## config.mk

```make
export PLATFORM = sky130hd
export DESIGN_NAME = clk_period_meter
export DESIGN_NICKNAME = d
export VERILOG_FILES = /design/src/rtl/clk_period_meter.sv
export SDC_FILE = /design/constraint.sdc
export NUM_CORES = 1
export LEC_CHECK = 0
export BUFFER_PORTS_ARGS = -buffer_cell sky130_fd_sc_hd__buf_2
export CAP_MARGIN = 0
export CORE_MARGIN = 5
export CORE_UTILIZATION = 40
export CTS_CLUSTER_SIZE = 30
export DETAILED_ROUTE_END_ITERATION = 10
export PLACE_DENSITY = 0.64
export SYNTH_ARGS = -nofsm -noshare
export SYNTH_HDL_FRONTEND = slang
export SYNTH_SLANG_ARGS = --single-unit
```

## constraint.sdc

```tcl
create_clock -name clk_in -period 1.9 [get_ports clk_in]
set_input_delay 0.19 -clock clk_in [delete_from_list [all_inputs] [get_ports clk_in]]
set_output_delay 0.19 -clock clk_in [all_outputs]
set_load 0.005 [all_outputs]
```

## src/rtl/clk_period_meter.sv

```systemverilog
// clk_period_meter: measures the period and high time of a slow, divider-generated
// clock (sig_in) in clk_in cycles and checks the period against EXP_PERIOD +/- TOL.
// It asserts locked after LOCK_CNT consecutive good periods and flags a dead clock
// with timeout_err after TIMEOUT cycles without a rising edge.
//
// Interface: there is no handshake. rise_pulse, fall_pulse and meas_valid are
// single-cycle strobes. period and high_time are valid in the cycle that meas_valid
// is high, and they hold that value until the next measurement.
module clk_period_meter #(
    parameter int EXP_PERIOD = 10,
    parameter int TOL        = 1,
    parameter int LOCK_CNT   = 4,
    parameter int TIMEOUT    = 1024,
    parameter int CW         = 16
) (
    input  logic          clk_in,
    input  logic          rst_n,
    input  logic          sig_in,
    output logic [CW-1:0] period,
    output logic [CW-1:0] high_time,
    output logic          meas_valid,
    output logic          locked,
    output logic          timeout_err,
    output logic          rise_pulse,
    output logic          fall_pulse
);

    localparam int GW = $clog2(LOCK_CNT + 1);
    // The tolerance window is one bit wider than the counter, so cnt+1 can never
    // wrap. The lower bound clamps at zero when TOL is at least EXP_PERIOD.
    localparam logic [CW:0]   LO_LIM   = (EXP_PERIOD > TOL) ? (CW+1)'(EXP_PERIOD - TOL) : '0;
    localparam logic [CW:0]   HI_LIM   = (CW+1)'(EXP_PERIOD + TOL);
    localparam logic [CW-1:0] CNT_MAX  = CW'(TIMEOUT - 1);
    localparam logic [GW-1:0] GOOD_MAX = GW'(LOCK_CNT);

    typedef enum logic {IDLE, MEAS} state_t;

    state_t          state, state_nx;
    logic            s1, s2, s3;
    logic            rise_ev, fall_ev, timeout_ev, in_tol;
    logic [CW-1:0]   cnt, cnt_nx, hi_cap, hi_cap_nx;
    logic [CW:0]     meas_len;
    logic [GW-1:0]   good_cnt, good_nx;
    logic [CW-1:0]   period_nx, high_time_nx;
    logic            meas_valid_nx, locked_nx, timeout_nx;

    assign rise_ev    = s2 & ~s3;
    assign fall_ev    = ~s2 & s3;
    assign meas_len   = {1'b0, cnt} + (CW+1)'(1);
    assign in_tol     = (meas_len >= LO_LIM) && (meas_len <= HI_LIM);
    assign timeout_ev = (cnt == CNT_MAX) && !rise_ev;

    // Two-flop synchroniser for the asynchronous sig_in, plus a history flop for edge detection
    always_ff @(posedge clk_in or negedge rst_n) begin
        if (!rst_n) begin
            s1 <= 1'b0;
            s2 <= 1'b0;
            s3 <= 1'b0;
        end else begin
            s1 <= sig_in;
            s2 <= s1;
            s3 <= s2;
        end
    end

    // FSM state register
    always_ff @(posedge clk_in or negedge rst_n) begin
        if (!rst_n) state <= IDLE;
        else        state <= state_nx;
    end

    // Next-state and next-value logic; a rise takes priority over a timeout in the same cycle
    always_comb begin
        state_nx      = state;
        cnt_nx        = (cnt == CNT_MAX) ? cnt : cnt + CW'(1);
        hi_cap_nx     = hi_cap;
        period_nx     = period;
        high_time_nx  = high_time;
        meas_valid_nx = 1'b0;
        locked_nx     = locked;
        timeout_nx    = timeout_err;
        good_nx       = good_cnt;
        if (fall_ev) hi_cap_nx = meas_len[CW-1:0];
        if (rise_ev) begin
            cnt_nx     = '0;
            timeout_nx = 1'b0;
            state_nx   = MEAS;
            if (state == MEAS) begin
                period_nx     = meas_len[CW-1:0];
                high_time_nx  = hi_cap;
                meas_valid_nx = 1'b1;
                if (in_tol) begin
                    good_nx   = (good_cnt == GOOD_MAX) ? good_cnt : good_cnt + GW'(1);
                    locked_nx = (good_nx == GOOD_MAX);
                end else begin
                    good_nx   = '0;
                    locked_nx = 1'b0;
                end
            end
        end else if (timeout_ev) begin
            timeout_nx = 1'b1;
            locked_nx  = 1'b0;
            good_nx    = '0;
            state_nx   = IDLE;
        end
    end

    // Counter, capture and registered outputs
    always_ff @(posedge clk_in or negedge rst_n) begin
        if (!rst_n) begin
            cnt         <= '0;
            hi_cap      <= '0;
            good_cnt    <= '0;
            period      <= '0;
            high_time   <= '0;
            meas_valid  <= 1'b0;
            locked      <= 1'b0;
            timeout_err <= 1'b0;
            rise_pulse  <= 1'b0;
            fall_pulse  <= 1'b0;
        end else begin
            cnt         <= cnt_nx;
            hi_cap      <= hi_cap_nx;
            good_cnt    <= good_nx;
            period      <= period_nx;
            high_time   <= high_time_nx;
            meas_valid  <= meas_valid_nx;
            locked      <= locked_nx;
            timeout_err <= timeout_nx;
            rise_pulse  <= rise_ev;
            fall_pulse  <= fall_ev;
        end
    end

endmodule

```

* After elaboration in Yosys (flattened, before gate mapping)
Index checks and enable logic that the tools add are counted.
Storage, ports and cells: output and inout bits 37, flip-flop bits (word level) 76, bits of input ports 3, word-level logic and storage cells 50
Operators by class: mux-type cells 16, bitwise logic cells 4, add/sub/neg operators 3, magnitude comparators 2, eq/ne operators 5, reduce and logical (&&, ||, !) cells 6
Operator list (count):
- 16-bit two-way mux | 2
- 16-bit by 1-bit adder with 17-bit output, second input constant | 1
- 17-bit by 4-bit greater-or-equal comparator with 1-bit output, second input constant | 1
- 17-bit by 4-bit less-or-equal comparator with 1-bit output, second input constant | 1
- 16-bit by 1-bit adder with 16-bit output, second input constant | 1
- 16-bit by 10-bit == test with 1-bit output, second input constant | 1
- 3-bit two-way mux | 5
- 1-bit two-way mux | 9
- 3-bit == test, second input constant | 2
- 2-bit != test, second input constant | 2
- 2-bit AND reduction | 2
- 3-bit by 1-bit adder with 3-bit output, second input constant | 1
- 1-bit AND | 2
- 1-bit logical AND | 2
- 1-bit NOT | 2
- 2-bit nonzero test | 1
- 1-bit zero test | 1

* Longest topological paths before layout
Gate-level depths: netlist of the first run.
word-level depth 6, mapped depth 8, gate-level depth less buffers 8

* Least setup slack after synthesis of the first run
No wires, ideal clock.
path kind reg-to-reg, start reg cnt[0], end reg locked, library setup time 0.092 ns, path buffers 0, data required time 1.808 ns, setup slack -0.183 ns, clock period less this slack 2.083 ns, data arrival time 1.991 ns, cell stages (with the launch flop) 8, path through dfrtp_1 > ha_1 > nand4_2 > nor3_4 > xor2_1 > a2111oi_4 > nand3_2 > o31ai_2
Between the ends: word-level cells in the longest chain between the ends 6, elaborated cells between the ends (all ways) 11, those cells by class 1 x add/sub; 2 x order compare; 1 x eq/ne; 3 x mux; 4 x reduce/logical
Ends and longest elaborated chain:
- start, declared | RTL line 41 | logic [CW-1:0] cnt, cnt_nx, hi_cap, hi_cap_nx;
- start signal, assigned | RTL line 122 | cnt <= cnt_nx;
- 16-bit by 1-bit adder with 17-bit output | RTL line 49 | assign meas_len = {1'b0, cnt} + (CW+1)'(1);
- 17-bit by 4-bit greater-or-equal comparator with 1-bit output or 17-bit by 4-bit less-or-equal comparator with 1-bit output (tied branches) | RTL line 50 | assign in_tol = (meas_len >= LO_LIM) && (meas_len <= HI_LIM);
- 1-bit logical AND | RTL line 50
- 1-bit two-way mux | RTL line 92 | if (in_tol) begin
- 1-bit two-way mux | RTL line 88 | if (state == MEAS) begin
- 1-bit two-way mux | RTL line 84 | if (rise_ev) begin
- end signal, assigned | RTL line 128 | locked <= locked_nx;
- end, declared | RTL line 22 | output logic locked,
Several ways; a longest one is shown, not always the timed one. The select of a mux whose other input is x is not followed. A chain may end at the register's enable or synchronous reset.

* Worst setup path in the final report of the first run
start reg cnt[0], end reg good_cnt[1]
Between the ends: word-level cells in the longest chain between the ends 6, elaborated cells between the ends (all ways) 11, those cells by class 1 x add/sub; 2 x order compare; 1 x eq/ne; 3 x mux; 4 x reduce/logical
Ends and longest elaborated chain:
- 16-bit by 1-bit adder with 17-bit output | RTL line 49
- 17-bit by 4-bit greater-or-equal comparator with 1-bit output or 17-bit by 4-bit less-or-equal comparator with 1-bit output (tied branches) | RTL line 50
- 1-bit logical AND | RTL line 50
- 3-bit two-way mux | RTL line 92
- 3-bit two-way mux | RTL line 88
- 3-bit two-way mux | RTL line 84
- end signal, assigned | RTL line 124 | good_cnt <= good_nx;
- end, declared | RTL line 43 | logic [GW-1:0] good_cnt, good_nx;
Several ways; a longest one is shown, not always the timed one. The select of a mux whose other input is x is not followed.

==> results by group, run 1 <==
Timing
  • Worst Tran Pin Value: 0.508 ns
  • Highest clock rate: 502 MHz
  • Worst relative slew slack: 66.0%
  • Final Max Tran Viols: 0
  • Hold WS: 0.321 ns
  • Fin. Hold Viols: 0
  • Final setup viols: 4
  • Fin worst setup slack: -0.0911 ns
  • RSZ-0062 raised after global routing: yes
  • Setup Skew: 0.0101 ns
  • Setup TNS Final: -0.249 ns
  • Post-route clock period utilization: 105%
  • Crit path time final: 1.99 ns

Setup path
  • Worst Reg-to-Reg Cells: 7
  • Critical path depth in cells: 7
  • Critical path required time: 2.17 ns
  • Setup crit start kind: flip-flop
  • CP Class: reg -> reg
  • WP buf/inv: 0
  • Setup crit end kind: flip-flop
  • Critical Path AT: 2.26 ns
  • Ordered list of cells on the worst path: ha_4 > and4_4 > and3_4 > o211ai_4 > a2111oi_4 > a41oi_2 > o22ai_2
  • Reg2Reg Setup Slack: -0.09 ns
  • Max stage delay cell, worst path: dfrtp_2
  • Critical path's top delay family: compound AO/OA/AOI/OAI gates
  • CP max FO: 4
  • CP max stage delay: 0.43 ns

Route
  • Routed len/inst: 14.2 um
  • Routed wire length: 6.71 mm
  • Via density: 4.90
  • DRT iter0 DRCs: 130
  • Via Count: 2319
  • Residual DRC: 0
  • First drt pass iteration count: 4
  • Post-DRT Antenna Nets: 0

Die
  • Die X: 101 um
  • I/O Pins: 40
  • Die area: 0.0102 sq mm
  • Initial Utilization: 40.6%
  • Core ar.: 0.00813 sq mm
  • Num rows: 33
  • Die height: 101 um

Finish
  • Fin area: 0.00416 sq mm
  • Share of cells above drive strength 1: 37.5%
  • Area grow syn2layout: 26.0%
  • Nets: 371
  • Ant. Diodes: 0

Yosys
  • Yosys warns: 0
  • Most area-consuming cells after synthesis: dfrtp_1, mux2_2, o21ai_0
  • Mapped Area: 0.00330 sq mm
  • Async set-or-reset flop fraction in the synthesized netlist: 100%
  • Gate count of the mapped netlist: 291
  • Yosys cell types: 46
  • Syn nets: 299
  • Syn Area/Cell: 11.3 sq um
  • Register area share after synthesis: 57.6%
  • #FFs+latches synth: 76
  • Main synth FF type: dfrtp_1
  • Post-synth EDFFs: 0
  • Most frequent cells after synthesis: dfrtp_1, nand2_1, o21ai_0
  • Top-area cell type share of the netlist area: 57.6%
  • Most common cell in the netlist: dfrtp_1
  • Dominant cell type by area after synthesis: dfrtp_1

Global routing
  • First-pass GRT wire length: 11.5 mm
  • Busiest grt layer: met2
  • Largest net degree at the start of global routing: 46
  • Total track usage: 14.4%
  • Grt met1 use: 19.6%
  • Met2 usage: 22.3%
  • Initial antenna violation count: 0
  • Global-route met3 utilization: 4.36%
  • Vias in the first global route: 2316
  • Grt ovf: 0

CTS
  • Num CTS Buffers: 9
  • H-tree depth: 3
  • Clk sinks: 76
  • Root Driver: clkbuf_8
  • Clk_lat worst skew: 0.34 ns
  • CTS tree: built
  • CTS max path bufs: 2
  • Clk pin slew, worst setup/hold paths: 0.08 ns

Hold path
  • Hold crit path type: in -> async

Run
  • Total of max-cap violations: 0

Place
  • Port bufs: 39
  • Routability cong.: 0.812
  • Dpl hpwl: 4.67 mm
  • DP Worst Slack: -0.179 ns
  • Placed inst area: 0.00388 sq mm

Run status
  • Failing checks: negative setup slack
  • Status: finished, violations left

Power
  • Total Power: 3.69 mW
  • LEAKAGE: 2.04 nW
  • Max VDD drop: 0.000397 V
  • Power density over the cells: 887 mW/mm^2
==> placed cells by master, fill, tap and decap left out, types with 2 or more instances in the layout <==
master         netlist  layout
clkbuf_8             0       9
nand3b_1             2       2
dfrtp_2              0       4
a21oi_1             12      12
nand4_1              7       7
o21ai_0             31      30
buf_4                1      34
clkbuf_1            10       2
ha_1                 5       3
dlygate4sd3_1        0       2
ha_4                 0       2
mux2_2              17      17
nor4_4               1       2
dfrtp_1             76      72
nand2_1             38      37
nand3_1              5       4
nand3_2              3       3
a21o_1               3       3
buf_2                4      38
xnor2_1             11      11
inv_1               10       9
xor2_1               7       6
nor3_1               4       3
clkinv_2             0       3
nor2_1              14      14
and3_1               3       2
==> what timing repair did <==
action | CTS | global route
hold buffers | 2 | 0
resized for setup | 2 | 7
endpoints found under the setup margin | 4 | 14
setup buffers | 1 | 4
hold endpoints to repair | 33 | 0
pin swaps | 7 | 3
==> routing by layer <==
layer | part of all wire (%) | wire (um) | vias up
met2 | 45 | 3030 | 39
li1 | - | - | 1143
met4 | 1.4 | 96 | 0
met1 | 49 | 3280 | 1128
met3 | 4.6 | 312 | 9
met5 | 0 | 0 | -
==> where the power goes <==
group / switching, mW / internal (mW) / total, mW
clock: 0.572 / 0.603 / 1.18
combinational: 0.319 / 0.315 / 0.634
sequential: 0.109 / 1.77 / 1.88
total: 1.00 / 2.69 / 3.69
==> state kept, by name, indices dropped and copies added, names as in the netlist, 3 cells and up <==
signal / count
good_cnt: 3
period: 16
cnt: 16
high_time: 16
hi_cap: 16
==> area by class of cell <==
class	instances	area, sq um
Timing Repair Buffer	76	497
Clock inverter	5	53.8
Tap cell	105	131
Clock buffer	11	131
Inverter	10	37.5
Sequential cell	76	1910
Multi-Input combinational cell	190	1400
Fill cell	733	3970
==> per-stage QoR <==
| step | util, % | instances |
|---|---|---|
| after floorplan | - | 291 |
| after global placement | 47.7 | 450 |
| after detailed placement | 47.7 | 450 |
| after CTS | 50.4 | 469 |
| after global routing | 51.2 | 473 |
| final | 51.2 | 473 |
==> kinds of logic after synthesis <==
| group | after synthesis | synth area share, % |
|---|---|---|
| DFF | 76 | 57.6 |
| adders and majority gates | 5 | 1.89 |
| AOI/OAI and AO/OA | 56 | 10.8 |
| and+or+nand+nor | 93 | 15.7 |
| buffers and inverters | 25 | 3.11 |
| xor gates and xnor gates | 18 | 4.77 |
| muxes | 18 | 6.10 |
==> worst paths after layout <==
path	start	end
setup / recovery	cnt[0]$_DFFE_PN0P_	good_cnt[1]$_DFFE_PN0P_
hold / removal	rst_n	fall_pulse$_DFF_PN0_
setup reg to reg	cnt[0]$_DFFE_PN0P_	good_cnt[1]$_DFFE_PN0P_
hold reg to reg	s1$_DFF_PN0_	s2$_DFF_PN0_
max in group asynchronous	rst_n	period[10]$_DFFE_PN0P_
min in group clk_in	s1$_DFF_PN0_	s2$_DFF_PN0_
Power figures use the tool's default switching activity.
==> run 2: changes to the inputs <==
- SKIP_CTS_REPAIR_TIMING: unset -> 1
==> results by group, run 2 (synthesized netlist as in run 1, its figures left out) <==
CTS
  • Clk_lat worst skew: 0.34 ns (about the same)
  • Num CTS Buffers: 9 (unchanged)
  • CTS max path bufs: 2 (unchanged)
  • Root Driver: clkbuf_8
  • H-tree depth: 3 (unchanged)
  • CTS tree: built
  • Clk pin slew, worst setup/hold paths: 0.08 ns (about the same)
  • Clk sinks: 76 (unchanged)

Finish
  • Fin area: 0.00415 sq mm (-0.30%)
  • Commonest non-fill, non-tap cell in the layout: dfrtp_1
  • Ant. Diodes: 0 (unchanged)
  • Area grow syn2layout: 25.7%
  • Nets: 368 (-0.81%)
  • Most frequent cells in the layout: dfrtp_1, buf_2, nand2_1
  • Final Core Density: 51.0% (-0.15 points)
  • FILL cells: 732 (-0.14%)
  • Share of cells above drive strength 1: 37.5% (about the same)

Run status
  • Failing checks: negative setup slack
  • Status: finished, violations left

Setup path
  • Setup crit start kind: flip-flop
  • Worst Reg-to-Reg Cells: 7 (unchanged)
  • Worst flop-to-flop path startpoint: cnt[0]$_DFFE_PN0P_
  • CP max FO: 4 (unchanged)
  • Critical Path AT: 2.23 ns (-0.03 ns)
  • Critical path required time: 2.17 ns (about the same)
  • RR Endpoint: good_cnt[1]$_DFFE_PN0P_
  • Setup crit end kind: flip-flop
  • CP Class: reg -> reg
  • Reg2Reg Setup Slack: -0.06 ns (+0.03 ns)

Power
  • Internal: 2.68 mW (-0.40%)
  • Clock group share of total power: 31.9% (about the same)
  • Switching part of the total: 27.1% (-0.032 points)
  • LEAKAGE: 2.03 nW (-0.31%)
  • Power density over the cells: 885 mW/mm^2 (-0.14%)
  • Gate power share: 16.9% (-0.3 points)
  • Max VDD drop: 0.000400 V (+0.60%)
  • Sequential power share: 51.2% (+0.2 points)
  • NetSw: 994 uW (-0.56%)

Route
  • Residual DRC: 0 (unchanged)
  • DRT iter0 DRCs: 101 (-22%)
  • Via density: 4.93 (+0.55%)
  • Routed len/inst: 14.2 um (+0.26%)
  • Post-DRT Antenna Nets: 0 (unchanged)
  • First drt pass iteration count: 4 (unchanged)
  • Via Count: 2317 (-0.086%)
  • Routed wire length: 6.69 mm (-0.37%)

Timing
  • Post-route clock period utilization: 103% (-1.6 points)
  • Worst relative slew slack: 64.5% (-1.5 points)
  • Crit path time final: 1.96 ns (-0.0306 ns)
  • RSZ-0062 raised after global routing: yes
  • Hold WS: 0.320 ns (-0.000592 ns)
  • Fin worst setup slack: -0.0605 ns (+0.0306 ns)
  • Setup TNS Final: -0.157 ns (+0.0930 ns)
  • Worst Tran Pin Value: 0.530 ns (+0.0219 ns)
  • Setup Skew: 0.0106 ns (+0.000553 ns)
  • Fin. Hold Viols: 0 (unchanged)
  • Final setup viols: 3 (-1)
  • Final Max Tran Viols: 0 (unchanged)
  • Highest clock rate: 510 MHz (+1.6%)

Die
  • Die area: 0.0102 sq mm (unchanged)
  • Initial Utilization: 40.6% (unchanged)
  • I/O Pins: 40 (unchanged)
  • Core ar.: 0.00813 sq mm (unchanged)
  • Num rows: 33 (unchanged)
  • Die height: 101 um (unchanged)
  • Die X: 101 um (unchanged)

Global routing
  • Global-route met3 utilization: 4.36% (unchanged)
  • Met2 usage: 22.1% (-0.20 points)
  • Grt met1 use: 19.6% (unchanged)
  • Total track usage: 14.3% (-0.059 points)
  • Vias in the first global route: 2301 (-0.65%)
  • Busiest grt layer: met2
  • Largest net degree at the start of global routing: 46 (unchanged)
  • Initial antenna violation count: 0 (unchanged)
  • Grt ovf: 0 (unchanged)
  • First-pass GRT wire length: 11.5 mm (-0.42%)

Run
  • Total of max-cap violations: 0 (unchanged)

Place
  • Placed inst area: 0.00388 sq mm (unchanged)
  • Routability cong.: 0.812 (unchanged)
  • Dpl hpwl: 4.67 mm (unchanged)
  • Port bufs: 39 (unchanged)

Hold path
  • Hold crit path type: in -> async
run 2: routing by layer:
metal  vias to the layer above  wire [um]  share of wire (%)
met5                         -          0                  0
met1                      1130       3270                 49
met3                         7        308                4.6
met4                         0         85                1.3
met2                        37       3020                 45
li1                       1143          -                  -
run 2: worst max-delay path, cell delays in order (launching register included):
cell and delay (ns):
dfrtp_2 0.45, ha_4 0.19, and4_4 0.23, and3_4 0.19
o211ai_4 0.08, a2111oi_4 0.38, a41oi_2 0.18, o22ai_2 0.17
run 2: how the worst max path moves through the flow:
stage	start	endpoint	slack, ns	cells after the start
6_report	cnt[0]$_DFFE_PN0P_	good_cnt[1]$_DFFE_PN0P_	-0.06	7
5_1_grt	cnt[0]$_DFFE_PN0P_	good_cnt[1]$_DFFE_PN0P_	-0.20	7
4_1_cts	cnt[0]$_DFFE_PN0P_	good_cnt[1]$_DFFE_PN0P_	-0.22	8
3_5_place_dp	cnt[0]$_DFFE_PN0P_	good_cnt[1]$_DFFE_PN0P_	-0.18	8
3_3_place_gp	cnt[0]$_DFFE_PN0P_	good_cnt[1]$_DFFE_PN0P_	-0.07	8
2_1_floorplan	cnt[0]$_DFFE_PN0P_	good_cnt[1]$_DFFE_PN0P_	-0.007	7
run 2: layout make-up:
type                    count  area, sq um  share of cell area, %
well taps                 105          131                   3.17
flip-flops and latches     76         1910                   46.0
multi-input cells         190         1420                   34.2
repair buffers             73          470                   11.3
clock buffers              11          131                   3.17
clock inverters             5         53.8                   1.30
inverters                  10         37.5                  0.905
run 2: power groups by stage:
stage / logic, mW / clock network (mW) / registers, mW
3_5_place_dp: 0.611 / 0 / 1.91
3_3_place_gp: 0.592 / 0 / 1.91
5_1_grt: 0.693 / 1.28 / 1.90
6_report: 0.620 / 1.17 / 1.88
4_1_cts: 0.612 / 1.21 / 1.88
2_1_floorplan: 0.307 / 0 / 1.92
run 2: metrics by stage:
step | instances | worst slack, ns | total power, mW
after floorplan | 291 | -0.00749 | 2.23
after global placement | 450 | -0.0692 | 2.50
after detailed placement | 450 | -0.179 | 2.52
after CTS | 466 | -0.219 | 3.70
after global routing | 470 | -0.201 | 3.88
final | 470 | -0.0605 | 3.67
==> run 3: changes to the inputs <==
- CORE_MARGIN: 5 -> unset
==> results by group, run 3 (synthesized netlist as in run 1, its figures left out) <==
Power
  • Power density over the cells: 905 mW/mm^2 (+2.2%)
  • Internal: 2.76 mW (+3.0%)
  • Switching part of the total: 27.0% (-0.10 points)
  • Total Power: 3.78 mW (+2.9%)
  • Max VDD drop: 0.000312 V (-22%)
  • Gate power share: 16.2% (-0.7 points)
  • Clock group share of total power: 33.9% (+2.0 points)
  • Sequential power share: 49.9% (-1.3 points)
  • NetSw: 1.02 mW (+2.5%)
  • LEAKAGE: 2.03 nW (+0.15%)

Timing
  • Setup Skew: 0.0119 ns (+0.00126 ns)
  • Hold WS: 0.333 ns (+0.0131 ns)
  • Highest clock rate: 487 MHz (-4.5%)
  • Final setup viols: 4 (+1)
  • Final Max Tran Viols: 0 (unchanged)
  • Setup TNS Final: -0.519 ns (-0.363 ns)
  • Fin. Hold Viols: 0 (unchanged)
  • Worst Tran Pin Value: 0.471 ns (-0.0586 ns)
  • Fin worst setup slack: -0.153 ns (-0.0922 ns)
  • Worst relative slew slack: 68.6% (+4.0 points)
  • RSZ-0062 raised after global routing: yes
  • Post-route clock period utilization: 108% (+4.9 points)
  • Crit path time final: 2.05 ns (+0.0922 ns)

Setup path
  • Worst flop-to-flop path startpoint: cnt[0]$_DFFE_PN0P_
  • CP max FO: 5 (+1)
  • Setup crit end kind: flip-flop
  • Reg2Reg Setup Slack: -0.15 ns (-0.09 ns)
  • CP Class: reg -> reg
  • Critical Path AT: 2.31 ns (+0.08 ns)
  • Critical Path Start: cnt[0]$_DFFE_PN0P_
  • Setup crit start kind: flip-flop
  • Critical path required time: 2.16 ns (about the same)

Route
  • Via Count: 2340 (+0.99%)
  • Routed len/inst: 13.8 um (-2.7%)
  • Residual DRC: 0 (unchanged)
  • DRT iter0 DRCs: 72 (-29%)
  • Post-DRT Antenna Nets: 0 (unchanged)
  • First drt pass iteration count: 4 (unchanged)
  • Via density: 4.99 (+1.2%)
  • Routed wire length: 6.49 mm (-2.9%)

Die
  • Initial Utilization: 42.1% (+1.5 points)
  • Num rows: 32 (-3.0%)
  • Core ar.: 0.00785 sq mm (-3.5%)
  • I/O Pins: 40 (unchanged)
  • Die X: 92.9 um (-7.9%)
  • Die height: 92.9 um (-7.9%)
  • Die area: 0.00862 sq mm (-15%)

Global routing
  • Vias in the first global route: 2270 (-1.3%)
  • First-pass GRT wire length: 11.0 mm (-4.2%)
  • Total track usage: 16.6% (+2.2 points)
  • Largest net degree at the start of global routing: 46 (unchanged)
  • Initial antenna violation count: 0 (unchanged)
  • Grt ovf: 0 (unchanged)

Place
  • Port bufs: 39 (unchanged)
  • Dpl hpwl: 4.46 mm (-4.5%)
  • Routability cong.: 0.829 (+2.1%)

Finish
  • Area grow syn2layout: 26.5%
  • Ant. Diodes: 0 (unchanged)
  • Most frequent cells in the layout: dfrtp_1, buf_2, nand2_1
  • Nets: 370 (+0.54%)
  • Share of cells above drive strength 1: 38.1% (+0.61 points)
  • Final Core Density: 53.2% (+2.2 points)
  • Commonest non-fill, non-tap cell in the layout: dfrtp_1

CTS
  • Clk_lat worst skew: 0.35 ns (about the same)
  • Clk pin slew, worst setup/hold paths: 0.08 ns (about the same)
  • H-tree depth: 3 (unchanged)
  • CTS max path bufs: 2 (unchanged)
  • Root Driver: clkbuf_8
  • CTS tree: built
  • Clk sinks: 76 (unchanged)
  • Num CTS Buffers: 9 (unchanged)

Run status
  • Status: finished, violations left
  • Failing checks: negative setup slack

Hold path
  • Hold crit path type: in -> async

Run
  • Total of max-cap violations: 0 (unchanged)
-- run 3: final timing paths --
path,endpoint,cells after the start
setup / recovery,locked$_DFFE_PN0P_,7
hold / removal,hi_cap[4]$_DFFE_PN0P_,2
setup reg to reg,locked$_DFFE_PN0P_,7
hold reg to reg,s2$_DFF_PN0_,0
max in group asynchronous,cnt[1]$_DFFE_PN0P_,3
min in group clk_in,s2$_DFF_PN0_,0
-- run 3: cell type report --
type	count	area [sq um]
Inverter	10	37.5
Clock buffer	11	151
Sequential cell	76	1910
Timing Repair Buffer	75	499
Fill cell	709	3670
Tap cell	102	128
Clock inverter	5	60.1
Multi-Input combinational cell	190	1400
-- run 3: stage by stage --
stage | instance area, sq um | setup WS [ns] | cells
after global placement | 3890 | -0.0623 | 449
after floorplan | 3370 | -0.00749 | 291
after global routing | 4180 | -0.276 | 469
after detailed placement | 3890 | -0.106 | 449
after CTS | 4100 | -0.144 | 465
final | 4180 | -0.153 | 469
-- run 3: worst max-delay path: stages (launching register included) --
cell,delay [ns]
dfrtp_2,0.46
ha_4,0.19
and4_4,0.25
and3_4,0.18
o211ai_2,0.09
a2111oi_4,0.45
nand3_2,0.16
o31ai_2,0.19
-- run 3: per-layer routing --
| metal | vias up | share of wire (%) | wire, um | track usage [%] |
|---|---|---|---|---|
| met4 | 0 | 1.9 | 123 | 7.82 |
| met5 | - | 0 | 0 | 0 |
| met2 | 42 | 45 | 2940 | 26.0 |
| li1 | 1150 | - | - | - |
| met3 | 10 | 3.4 | 224 | 3.45 |
| met1 | 1138 | 49 | 3210 | 21.8 |
-- run 3: power by group through the flow --
| stage | sequential [mW] | clock (mW) | combinational, mW |
|---|---|---|---|
| 6_report | 1.88 | 1.28 | 0.612 |
| 4_1_cts | 1.89 | 1.31 | 0.622 |
| 3_3_place_gp | 1.91 | 0 | 0.600 |
| 3_5_place_dp | 1.92 | 0 | 0.620 |
| 2_1_floorplan | 1.92 | 0 | 0.307 |
| 5_1_grt | 1.90 | 1.38 | 0.688 |
